==> config.mk <==
export PLATFORM = sky130hd
export DESIGN_NAME = shift_add_multiplier
export DESIGN_NICKNAME = d
export VERILOG_FILES = /design/src/rtl/shift_add_multiplier.sv
export SDC_FILE = /design/constraint.sdc
export NUM_CORES = 1
export LEC_CHECK = 0
export CAP_MARGIN = 20
export CORE_ASPECT_RATIO = 0.6
export CORE_MARGIN = 1.5
export CORE_UTILIZATION = 49
export CTS_CLUSTER_SIZE = 25
export DETAILED_ROUTE_END_ITERATION = 10
export PLACE_DENSITY = 0.77
export SYNTH_ARGS = -nofsm -noshare
export SYNTH_HDL_FRONTEND = slang
export SYNTH_SLANG_ARGS = --single-unit
==> constraint.sdc <==
create_clock -name clk -period 2.6 [get_ports clk]
set_clock_uncertainty 0.15 [all_clocks]
set_input_delay 0.26 -clock clk [delete_from_list [all_inputs] [get_ports clk]]
set_output_delay 0.26 -clock clk [all_outputs]
set_load 0.005 [all_outputs]
==> src/rtl/shift_add_multiplier.sv <==
// ---------------------------------------------------------------------------
// shift_add_multiplier
//
// Purpose:
//   Sequential unsigned multiplier, WIDTH x WIDTH -> 2*WIDTH. Each clock in
//   RUN performs one partial-product addition through an internal
//   WIDTH-bit ripple-carry adder. After the addition, {carry, sum, lo} is
//   shifted right by one bit.
//   Operands enter on a valid/ready start handshake. The product leaves on a
//   valid/ready done handshake and is held until the consumer takes it.
//
// Optional feature (macro SHIFT_ADD_EARLY_EXIT_EN):
//   When defined, RUN ends as soon as the unprocessed multiplier bits are all
//   zero. The product value is the same; only the latency is shorter.
//
// Ports:
//   clk          clock, all state updates on the rising edge
//   rst          synchronous active-high reset
//   start_valid  operands a/b are presented
//   start_ready  block can accept operands (high only in IDLE)
//   a, b         multiplicand / multiplier, unsigned, WIDTH bits
//   done_valid   prod holds a valid result (high only in DONE)
//   done_ready   consumer takes the result
//   prod         product a*b, 2*WIDTH bits, held until the next result
//   busy         high while in RUN
// ---------------------------------------------------------------------------

module ripple_carry_adder #(
   parameter int WIDTH = 4
) (
   input  logic [WIDTH-1:0] a_i,
   input  logic [WIDTH-1:0] b_i,
   input  logic             c_i,
   output logic [WIDTH-1:0] sum_o,
   output logic             c_o
);

   logic [WIDTH:0] carry;

   assign carry[0] = c_i;

   for (genvar gi = 0; gi < WIDTH; gi++) begin : g_fa
      assign sum_o[gi]    = a_i[gi] ^ b_i[gi] ^ carry[gi];
      assign carry[gi+1]  = (a_i[gi] & b_i[gi]) | (carry[gi] & (a_i[gi] ^ b_i[gi]));
   end

   assign c_o = carry[WIDTH];

endmodule

module shift_add_multiplier #(
   parameter int WIDTH = 4
) (
   input  logic               clk,
   input  logic               rst,
   input  logic               start_valid,
   output logic               start_ready,
   input  logic [WIDTH-1:0]   a,
   input  logic [WIDTH-1:0]   b,
   output logic               done_valid,
   input  logic               done_ready,
   output logic [2*WIDTH-1:0] prod,
   output logic               busy
);

   localparam int CW = $clog2(WIDTH + 1);
   localparam logic [CW-1:0] LAST_STEP = CW'(WIDTH - 1);

   typedef enum logic [1:0] {
      IDLE = 2'd0,
      RUN  = 2'd1,
      DONE = 2'd2
   } state_t;

   state_t               state_q, state_d;
   logic [WIDTH-1:0]     mcand_q, mcand_d;
   logic [WIDTH-1:0]     hi_q, hi_d;
   logic [WIDTH-1:0]     lo_q, lo_d;
   logic [CW-1:0]        cnt_q, cnt_d;
   logic [2*WIDTH-1:0]   prod_q, prod_d;

   // The multiplicand is added only when the current multiplier bit is set.
   logic [WIDTH-1:0]     addend;
   logic [WIDTH-1:0]     sum;
   logic                 carry;

   assign addend = lo_q[0] ? mcand_q : '0;

   ripple_carry_adder #(
      .WIDTH (WIDTH)
   ) u_adder (
      .a_i   (hi_q),
      .b_i   (addend),
      .c_i   (1'b0),
      .sum_o (sum),
      .c_o   (carry)
   );

`ifdef SHIFT_ADD_EARLY_EXIT_EN
   // After cnt steps, the low WIDTH-cnt bits of lo are the multiplier bits
   // still to be processed. The upper cnt bits of lo are already product
   // bits. If all pending bits are zero, {hi, lo} shifted right by
   // WIDTH-cnt is the final product.
   logic [WIDTH-1:0]     pend_mask;
   logic                 early_exit;
   logic [2*WIDTH-1:0]   partial;

   assign pend_mask  = {WIDTH{1'b1}} >> cnt_q;
   assign early_exit = ((lo_q & pend_mask) == '0);
   assign partial    = {hi_q, lo_q} >> (CW'(WIDTH) - cnt_q);
`endif

   always_ff @(posedge clk) begin
      if (rst) begin
         state_q <= IDLE;
         mcand_q <= '0;
         hi_q    <= '0;
         lo_q    <= '0;
         cnt_q   <= '0;
         prod_q  <= '0;
      end else begin
         state_q <= state_d;
         mcand_q <= mcand_d;
         hi_q    <= hi_d;
         lo_q    <= lo_d;
         cnt_q   <= cnt_d;
         prod_q  <= prod_d;
      end
   end

   always_comb begin
      state_d     = state_q;
      mcand_d     = mcand_q;
      hi_d        = hi_q;
      lo_d        = lo_q;
      cnt_d       = cnt_q;
      prod_d      = prod_q;
      start_ready = 1'b0;
      done_valid  = 1'b0;
      busy        = 1'b0;

      case (state_q)
         IDLE: begin
            start_ready = 1'b1;
            if (start_valid) begin
               mcand_d = a;
               lo_d    = b;
               hi_d    = '0;
               cnt_d   = '0;
               state_d = RUN;
            end
         end

         RUN: begin
            busy  = 1'b1;
            // The carry-out becomes the MSB of hi, so no addition bit is lost.
            hi_d  = {carry, sum[WIDTH-1:1]};
            lo_d  = {sum[0], lo_q[WIDTH-1:1]};
            cnt_d = cnt_q + CW'(1);
`ifdef SHIFT_ADD_EARLY_EXIT_EN
            if (early_exit) begin
               prod_d  = partial;
               state_d = DONE;
            end else if (cnt_q == LAST_STEP) begin
               prod_d  = {carry, sum, lo_q[WIDTH-1:1]};
               state_d = DONE;
            end
`else
            if (cnt_q == LAST_STEP) begin
               prod_d  = {carry, sum, lo_q[WIDTH-1:1]};
               state_d = DONE;
            end
`endif
         end

         DONE: begin
            done_valid = 1'b1;
            // start_ready stays low here, so a job can never be accepted in
            // the same cycle as the done handshake.
            if (done_ready) begin
               state_d = IDLE;
            end
         end

         default: begin
            state_d = IDLE;
         end
      endcase
   end

   assign prod = prod_q;

endmodule
==> run metrics, run 1 <==
router iterations before antenna repair 4; Tmin final 2.42 ns; Lkg Pwr 0.499 nW; clock root cell clkbuf_8; Final #Nets 165; Placed Area 1340 µm²; part of the cycle the worst path needs 0.929; Fillers 194; Post-route DRC 0; hold_buf cts 0; Critical Path RT 2.62 ns; Tot GR Track Use 0.195; Reg area 500 µm²; Layout area overhead 25.4%; Min-Delay Path Class reg2reg; crit path capture type flop; # port buffers 22; total number of vias 908; first-pass GRT wire length 3570 µm; Placer Congestion 0.800; Initial Util 0.516; cells after synthesis 125; Clock Pin Slew Worst Setup and Hold Paths 0.09 ns; CTS Buffer Depth 2; Resized cells post-CTS 0; RSZ-0062 raised after global routing false; Slew Limit Headroom 0.694; ANT nets after route 0; diode count 0; total wire length 2190 µm; Yosys warning count 0; worst vdd ir 0.393 mV; Pwr Total 0.721 mW; Layout Cells excl Fill 176; initial antenna violation count 0; Netlist cell types 28; setup ws final 0.184 ns; Mapped Area 1110 µm²; final setup vio count 0; pre-CTS worst setup slack 0.197 ns; CP max FO 5; Post-Syn Area per Cell 8.87 µm²; placed insts 172; commonest non-fill, non-tap cells in the layout dfxtp_1 (25), nand2_1 (22), clkdlybuf4s50_1 (22); CTS tree done; worst skew pair latency 0.27 ns; power per standard cell area 519 nW/µm²; Core Area 2150 µm²; vias in the first global route 759; critical setup path kind reg2reg; via-per-instance ratio 5.16; f_max 414 MHz; clock sink total 25; Sum Neg Setup Slack 0 ns; H-tree levels 1; I/O pins 23; number of post-CTS setup repair buffers 0; share of layout cells above drive strength 1 0.0753; most common cell after layout, fill and taps aside dfxtp_1; Final Max Tran Viols 0; CTS Buf Count 3; Synth Register Bits 25; Die X 64.4 µm; Tightest Pin Transition 0.458 ns; Site Rows 13; CP startpoint kind flop; Finished Cell Area 1390 µm²; Arr. time, crit path 2.44 ns; Util after Layout 0.647; post-synth net total 143; Die ar. 2570 µm²; Die Span Y 39.8 µm; fraction of the yosys area taken by sequential cells 0.451; drt wl/cell 12.5 µm; pin count of the biggest net entering global routing 16; Hold Fails Final Rpt 0; WHS 0.307 ns; DRC marker count from the first detailed-route iteration 47; footprint of the multi-input gates 537 µm²; dpl hpwl 1640 µm; total grt overflow 0; status finished, final reports clean; Max-Cap Viols 0
## critical path, cell delays in order (launching register included)
cell and delay (ns):
dfxtp_1 0.39, and2_1 0.15, ha_1 0.14, inv_1 0.05, fa_1 0.35, inv_1 0.07
fa_1 0.16, inv_1 0.05, fa_1 0.37, or3_1 0.37, o41ai_1 0.06
## logic make-up after synthesis
| group | synth area share |
|---|---|
| fa+ha+maj | 0.0880 |
| flops | 0.451 |
| simple gates | 0.208 |
| buf+inv | 0.0643 |
| mux | 0.0463 |
| compound gates | 0.142 |
## layer usage
metal / GRT usage / share of wire / vias to the layer above
li1: - / - / 464
met1: 0.278 / 0.51 / 419
met2: 0.281 / 0.42 / 23
met3: 0.0718 / 0.062 / 2
met4: 0.0319 / 0.0027 / 0
met5: 0 / 0 / -
## state kept, by name (all words and copies together) (netlist names)
name,flops
lo_q,4
prod,8
hi_q,4
state_q,2
cnt_q,3
mcand_q,4
## power breakdown
part	internal, mW	switching [mW]
Clock	0.107	0.122
Combinational	0.0438	0.0384
Sequential	0.396	0.0132
Total	0.547	0.174
## cell usage after synthesis
master / n / area, µm²
nor3b_1: 1 / 7.51
buf_2: 3 / 15.0
and3b_2: 1 / 10.0
o32ai_1: 1 / 8.76
or3_1: 2 / 12.5
nand3_1: 4 / 20.0
nand2_1: 22 / 82.6
buf_4: 1 / 7.51
ha_1: 3 / 37.5
nor2_1: 10 / 37.5
a211oi_1: 7 / 52.6
o21ba_2: 1 / 10.0
mux2_2: 1 / 11.3
inv_1: 7 / 26.3
and2_1: 2 / 12.5
or3b_2: 1 / 8.76
buf_6: 1 / 11.3
buf_1: 1 / 3.75
nand3b_1: 1 / 7.51
nor2b_1: 1 / 6.26
o21a_1: 1 / 7.51
o41ai_1: 1 / 8.76
mux2i_1: 4 / 40.0
a21oi_1: 14 / 70.1
fa_1: 3 / 60.1
dfxtp_1: 25 / 500
clkbuf_1: 2 / 7.51
nand2b_1: 4 / 25.0
## layout make-up
class | count | share of cell area
Multi-Input combinational cell | 85 | 0.386
Sequential cell | 25 | 0.360
Inverter | 7 | 0.0189
Clock buffer | 3 | 0.0297
Tap cell | 30 | 0.0270
Timing Repair Buffer | 25 | 0.175
Clock inverter | 1 | 0.00360
## worst paths after layout
path         startpoint  endpoint  slack [ns]  depth (start not counted)
max reg2reg     lo_q[0]   hi_q[3]        0.18                         10
min reg2reg     prod[3]   prod[3]        0.31                          2
min             prod[3]   prod[3]        0.31                          2
max             lo_q[0]   hi_q[3]        0.18                         10
(Power assumes the default switching activity.)
==> inputs of run 2 (changes only) <==
--- a/config.mk
+++ b/config.mk
@@ -5,13 +5,14 @@
 export SDC_FILE = /design/constraint.sdc
 export NUM_CORES = 1
 export LEC_CHECK = 0
+export ABC_AREA = 1
 export CAP_MARGIN = 20
 export CORE_ASPECT_RATIO = 0.6
 export CORE_MARGIN = 1.5
-export CORE_UTILIZATION = 49
+export CORE_UTILIZATION = 51
 export CTS_CLUSTER_SIZE = 25
 export DETAILED_ROUTE_END_ITERATION = 10
-export PLACE_DENSITY = 0.77
+export PLACE_DENSITY = 0.78
 export SYNTH_ARGS = -nofsm -noshare
 export SYNTH_HDL_FRONTEND = slang
 export SYNTH_SLANG_ARGS = --single-unit
==> run metrics, run 2 <==
CTS Buf Count 3; DRC marker count from the first detailed-route iteration 45; Die ar. 2770 µm²; async set-reset flop share out of synthesis 0; Netlist cell types 15; RR Startpoint lo_q[0]; GRT busiest layer met2; pin count of the biggest net entering global routing 18; crit path buf inv count 5; P_int 0.549 mW; status finished, final reports clean; CTS tree done; total grt overflow 0; Die Span Y 41.3 µm; initial antenna violation count 0; met2 usage 0.405; total number of vias 1083; Tot GR Track Use 0.212; Final #Nets 226; net switching power 0.196 mW; Arr. time, crit path 2.39 ns; Sum Neg Setup Slack 0 ns; Reg power frac 0.552; Clock Pin Slew Worst Setup and Hold Paths 0.09 ns; total wire length 2460 µm; Initial Util 0.557; ANT nets after route 0; Mapped Area 1250 µm²; placed insts 233; Post-Syn Area per Cell 6.76 µm²; Hold Fails Final Rpt 0; Resized cells post-CTS 0; Layout Cells excl Fill 237; hold_buf cts 0; Top cell by count, worst path inv_1; Tightest Pin Transition 0.456 ns; H-tree levels 1; dpl hpwl 1910 µm; post-synth top area cell dfxtp_1; drt wl/cell 10.4 µm; top_reg_cell synth dfxtp_1; Site Rows 13; delay-heaviest family, CP adder cells; RR Endpoint hi_q[2]; post-synth net total 203; Layout area overhead 21.7%; met3 Usage GRT 0.0672; synth cell count leaders nand2_1 (60), inv_1 (39), nor2_1 (28); combinational power share 0.128; CTS Buffer Depth 2; Min-Delay Path Class reg2reg; fraction of the yosys area taken by sequential cells 0.400; WHS 0.319 ns; Post-route DRC 0; worst vdd ir 0.303 mV; worst skew pair latency 0.27 ns; max incr delay on CP 0.47 ns; number of post-CTS setup repair buffers 0; f_max 428 MHz; FF-to-FF setup slack 0.26 ns; met1 Use GR 0.245; Slew Limit Headroom 0.696; Tmin final 2.34 ns; most common cell after layout, fill and taps aside nand2_1; Synth top area share 0.400; Placer Congestion 0.816; Die X 66.9 µm; FF-to-FF path depth 12; Sw Share 0.263; part of the cycle the worst path needs 0.898; via-per-instance ratio 4.57; Max-Cap Viols 0; diode count 0; Lkg Pwr 0.721 nW; critical setup path kind reg2reg; router iterations before antenna repair 4; crit path capture type flop; clock root cell clkbuf_8; commonest non-fill, non-tap cells in the layout nand2_1 (60), inv_1 (39), nor2_1 (28); Util after Layout 0.678; share of layout cells above drive strength 1 0.0483; Synth Register Bits 25; Area contributors post-synth dfxtp_1 (40%), nand2_1 (18%), inv_1 (12%); Largest register FFs 8; vias in the first global route 969; first-pass GRT wire length 4090 µm; count leader, synth nand2_1; Clk pwr share 0.320; Hold Startpoint cnt_q[1]; clock sink total 25; cells after synthesis 185; RSZ-0062 raised after global routing false; CP startpoint kind flop; crit-path cells nand2_1 > inv_1 > ha_1 > inv_1 > fa_1 > inv_1 > fa_1 > inv_1 > fa_1 > inv_1 > nand2_1 > a21oi_1; I/O pins 23; Critical Path RT 2.66 ns; power per standard cell area 489 nW/µm²; Yosys warning count 0; WHS Path Cells 2; Final Max Tran Viols 0; final setup vio count 0; CP max FO 5; # port buffers 22; Post-synth EDFFs 0; CP max-delay cell fa_1; hold endpoint cnt_q[1]; Core Area 2240 µm²
-- run 2: cell count changes after synthesis, sizes merged, moves of 2 or more --
cell,before,now
nand2,22,61
inv,7,41
nor2,10,30
a211oi,7,0
a21oi,14,8
o21ai,0,6
mux2i,4,0
nand2b,4,0
and2,2,0
buf,6,4
clkbuf,2,0
or3,2,0
-- run 2: worst max-delay path by stage --
stage	startpoint	end	slack (ns)	cells after the start
after detailed placement	lo_q[0]	hi_q[2]	0.31	12
after CTS	lo_q[0]	hi_q[2]	0.26	12
after floorplan	lo_q[0]	hi_q[2]	0.50	12
final	lo_q[0]	hi_q[2]	0.26	12
after global routing	lo_q[0]	hi_q[2]	0.11	12
after global placement	lo_q[0]	hi_q[2]	0.44	12
-- run 2: logic make-up after synthesis --
| family | count (synthesis) | share of synthesized area |
|---|---|---|
| buffers and inverters | 45 | 0.149 |
| flip-flops | 25 | 0.400 |
| AO/OA/AOI/OAI | 14 | 0.0651 |
| AND/OR/NAND/NOR | 95 | 0.307 |
| adder cells (fa/ha/maj) | 6 | 0.0781 |
-- run 2: stage by stage --
| stage | worst slack [ns] | cell area, µm² | power [mW] |
|---|---|---|---|
| 2_1_floorplan | 0.495 | 1250 | 0.483 |
| 3_3_place_gp | 0.442 | 1480 | 0.511 |
| 5_1_grt | 0.113 | 1520 | 0.779 |
| 6_report | 0.264 | 1520 | 0.744 |
| 3_5_place_dp | 0.312 | 1480 | 0.515 |
| 4_1_cts | 0.261 | 1520 | 0.749 |
-- run 2: final cells by class --
type	instances	area, µm²
clock inverter	1	5.00
inverter	41	154
timing repair buffer	22	220
sequential	25	500
tap	30	37.5
clock buffer	3	41.3
fill	191	723
multi-input combinational	115	563
-- run 2: worst reg2reg max path: cells and delay by family (launching register included) --
family          cells  cell delay, ns
flops               1            0.40
compound gates      1            0.15
fa+ha+maj           4            1.12
simple gates        2            0.14
buf+inv             5            0.32
-- run 2: power by group through the flow --
stage	Clock (mW)	Sequential, mW	Combinational, mW
2_1_floorplan	0	0.414	0.0684
3_3_place_gp	0	0.419	0.0917
5_1_grt	0.257	0.413	0.109
4_1_cts	0.242	0.411	0.0957
3_5_place_dp	0	0.420	0.0953
6_report	0.238	0.411	0.0952
-- run 2: per-layer routing --
layer  vias to the layer above  part of all wire
li1                        578                 -
met1                       482              0.49
met2                        21              0.46
met3                         2             0.052
met4                         0            0.0053
met5                         -                 0
==> inputs of run 3 (changes only) <==
--- a/config.mk
+++ b/config.mk
@@ -12,7 +12,7 @@
 export CORE_UTILIZATION = 51
 export CTS_CLUSTER_SIZE = 25
 export DETAILED_ROUTE_END_ITERATION = 10
-export PLACE_DENSITY = 0.78
+export PLACE_DENSITY = 0.83
 export SYNTH_ARGS = -nofsm -noshare
 export SYNTH_HDL_FRONTEND = slang
 export SYNTH_SLANG_ARGS = --single-unit
==> run metrics, run 3 (synthesized netlist as in run 2, its figures left out) <==
status finished, final reports clean; worst skew pair latency 0.28 ns; RSZ-0062 raised after global routing false; Sum Neg Setup Slack 0 ns; Min-Delay Path Class reg2reg; Max-Cap Viols 0; pin count of the biggest net entering global routing 18; FF-to-FF path depth 12; Slew Limit Headroom 0.685; CP max FO 5; CTS Buf Count 3; total number of vias 1055; Placer Congestion 0.830; Critical Path RT 2.66 ns; Die X 66.9 µm; Initial Util 0.557; setup ws final 0.342 ns; Hold Fails Final Rpt 0; Die Span Y 41.3 µm; Largest register FFs 8; placed insts 234; Clock Pin Slew Worst Setup and Hold Paths 0.09 ns; max incr delay on CP 0.45 ns; vias in the first global route 941; router iterations before antenna repair 4; CP max-delay cell fa_1; delay-heaviest family, CP adder cells; crit path buf inv count 5; total wire length 2390 µm; final setup vio count 0; first-pass GRT wire length 4000 µm; CP startpoint kind flop; f_max 443 MHz; Site Rows 13; Tightest Pin Transition 0.471 ns; H-tree levels 1; DRC marker count from the first detailed-route iteration 32; pre-CTS worst setup slack 0.349 ns; CTS Buffer Depth 2; Arr. time, crit path 2.32 ns; drt wl/cell 10.1 µm; Final #Nets 227; total grt overflow 0; Lkg Pwr 0.722 nW; ANT nets after route 0; share of layout cells above drive strength 1 0.0529; critical setup path kind reg2reg; Top cell by count, worst path inv_1; crit path capture type flop; Core Area 2240 µm²; diode count 0; initial antenna violation count 0; Die ar. 2770 µm²; Tot GR Track Use 0.207; via-per-instance ratio 4.43; CTS tree done; Util after Layout 0.682; Tmin final 2.26 ns; worst vdd ir 0.348 mV; power per standard cell area 487 nW/µm²; WHS Path Cells 2; dpl hpwl 1770 µm; Post-route DRC 0; clock sink total 25; Layout area overhead 22.5%; Pwr Total 0.745 mW; commonest non-fill, non-tap cells in the layout nand2_1 (60), inv_1 (39), nor2_1 (28); Resized cells post-CTS 0; crit-path cells nand2_1 > inv_1 > ha_1 > inv_1 > fa_1 > inv_1 > fa_1 > inv_1 > fa_1 > inv_1 > nand2_1 > a21oi_1; part of the cycle the worst path needs 0.869; # port buffers 22; number of post-CTS setup repair buffers 0; clock root cell clkbuf_8; hold_buf cts 0; Layout Cells excl Fill 238; Crit path depth 12; most common cell after layout, fill and taps aside nand2_1; I/O pins 23; Final Max Tran Viols 0
[run 3: worst paths after layout]
| kind | start | endpoint | slack [ns] |
|---|---|---|---|
| hold reg to reg | cnt_q[2] | cnt_q[2] | 0.32 |
| setup / recovery | lo_q[0] | hi_q[2] | 0.34 |
| hold / removal | cnt_q[2] | cnt_q[2] | 0.32 |
| setup reg to reg | lo_q[0] | hi_q[2] | 0.34 |
[run 3: through the flow]
step	area, µm²	hold WS [ns]
finish	1530	0.324
CTS	1530	0.329
global placement	1480	0.298
detailed placement	1480	0.304
floorplan	1250	0.275
global route	1530	0.354
[run 3: area by class of cell]
cell class | count | area, µm²
Clock buffer | 3 | 41.3
Sequential cell | 25 | 500
Inverter | 41 | 154
Multi-Input combinational cell | 115 | 563
Tap cell | 30 | 37.5
Timing Repair Buffer | 23 | 228
Fill cell | 192 | 713
Clock inverter | 1 | 7.51
[run 3: layer usage]
layer / vias up / track usage / wire length, µm
met3: 4 / 0.0645 / 113
met5: - / 0 / 0
met1: 451 / 0.258 / 1200
met2: 19 / 0.358 / 1050
li1: 581 / - / -
met4: 0 / 0.0612 / 27
[run 3: worst reg2reg max path: cells and delay by family, from the launching register on]
| kind | cells | cell delay, ns |
|---|---|---|
| compound gates | 1 | 0.17 |
| fa+ha+maj | 4 | 1.08 |
| flops | 1 | 0.40 |
| buf+inv | 5 | 0.28 |
| simple gates | 2 | 0.12 |
[run 3: report_power, final]
part	internal, mW	total (mW)	switching [mW]
combinational	0.0436	0.0956	0.0519
clock	0.109	0.238	0.130
sequential	0.398	0.411	0.0128
total	0.551	0.745	0.194
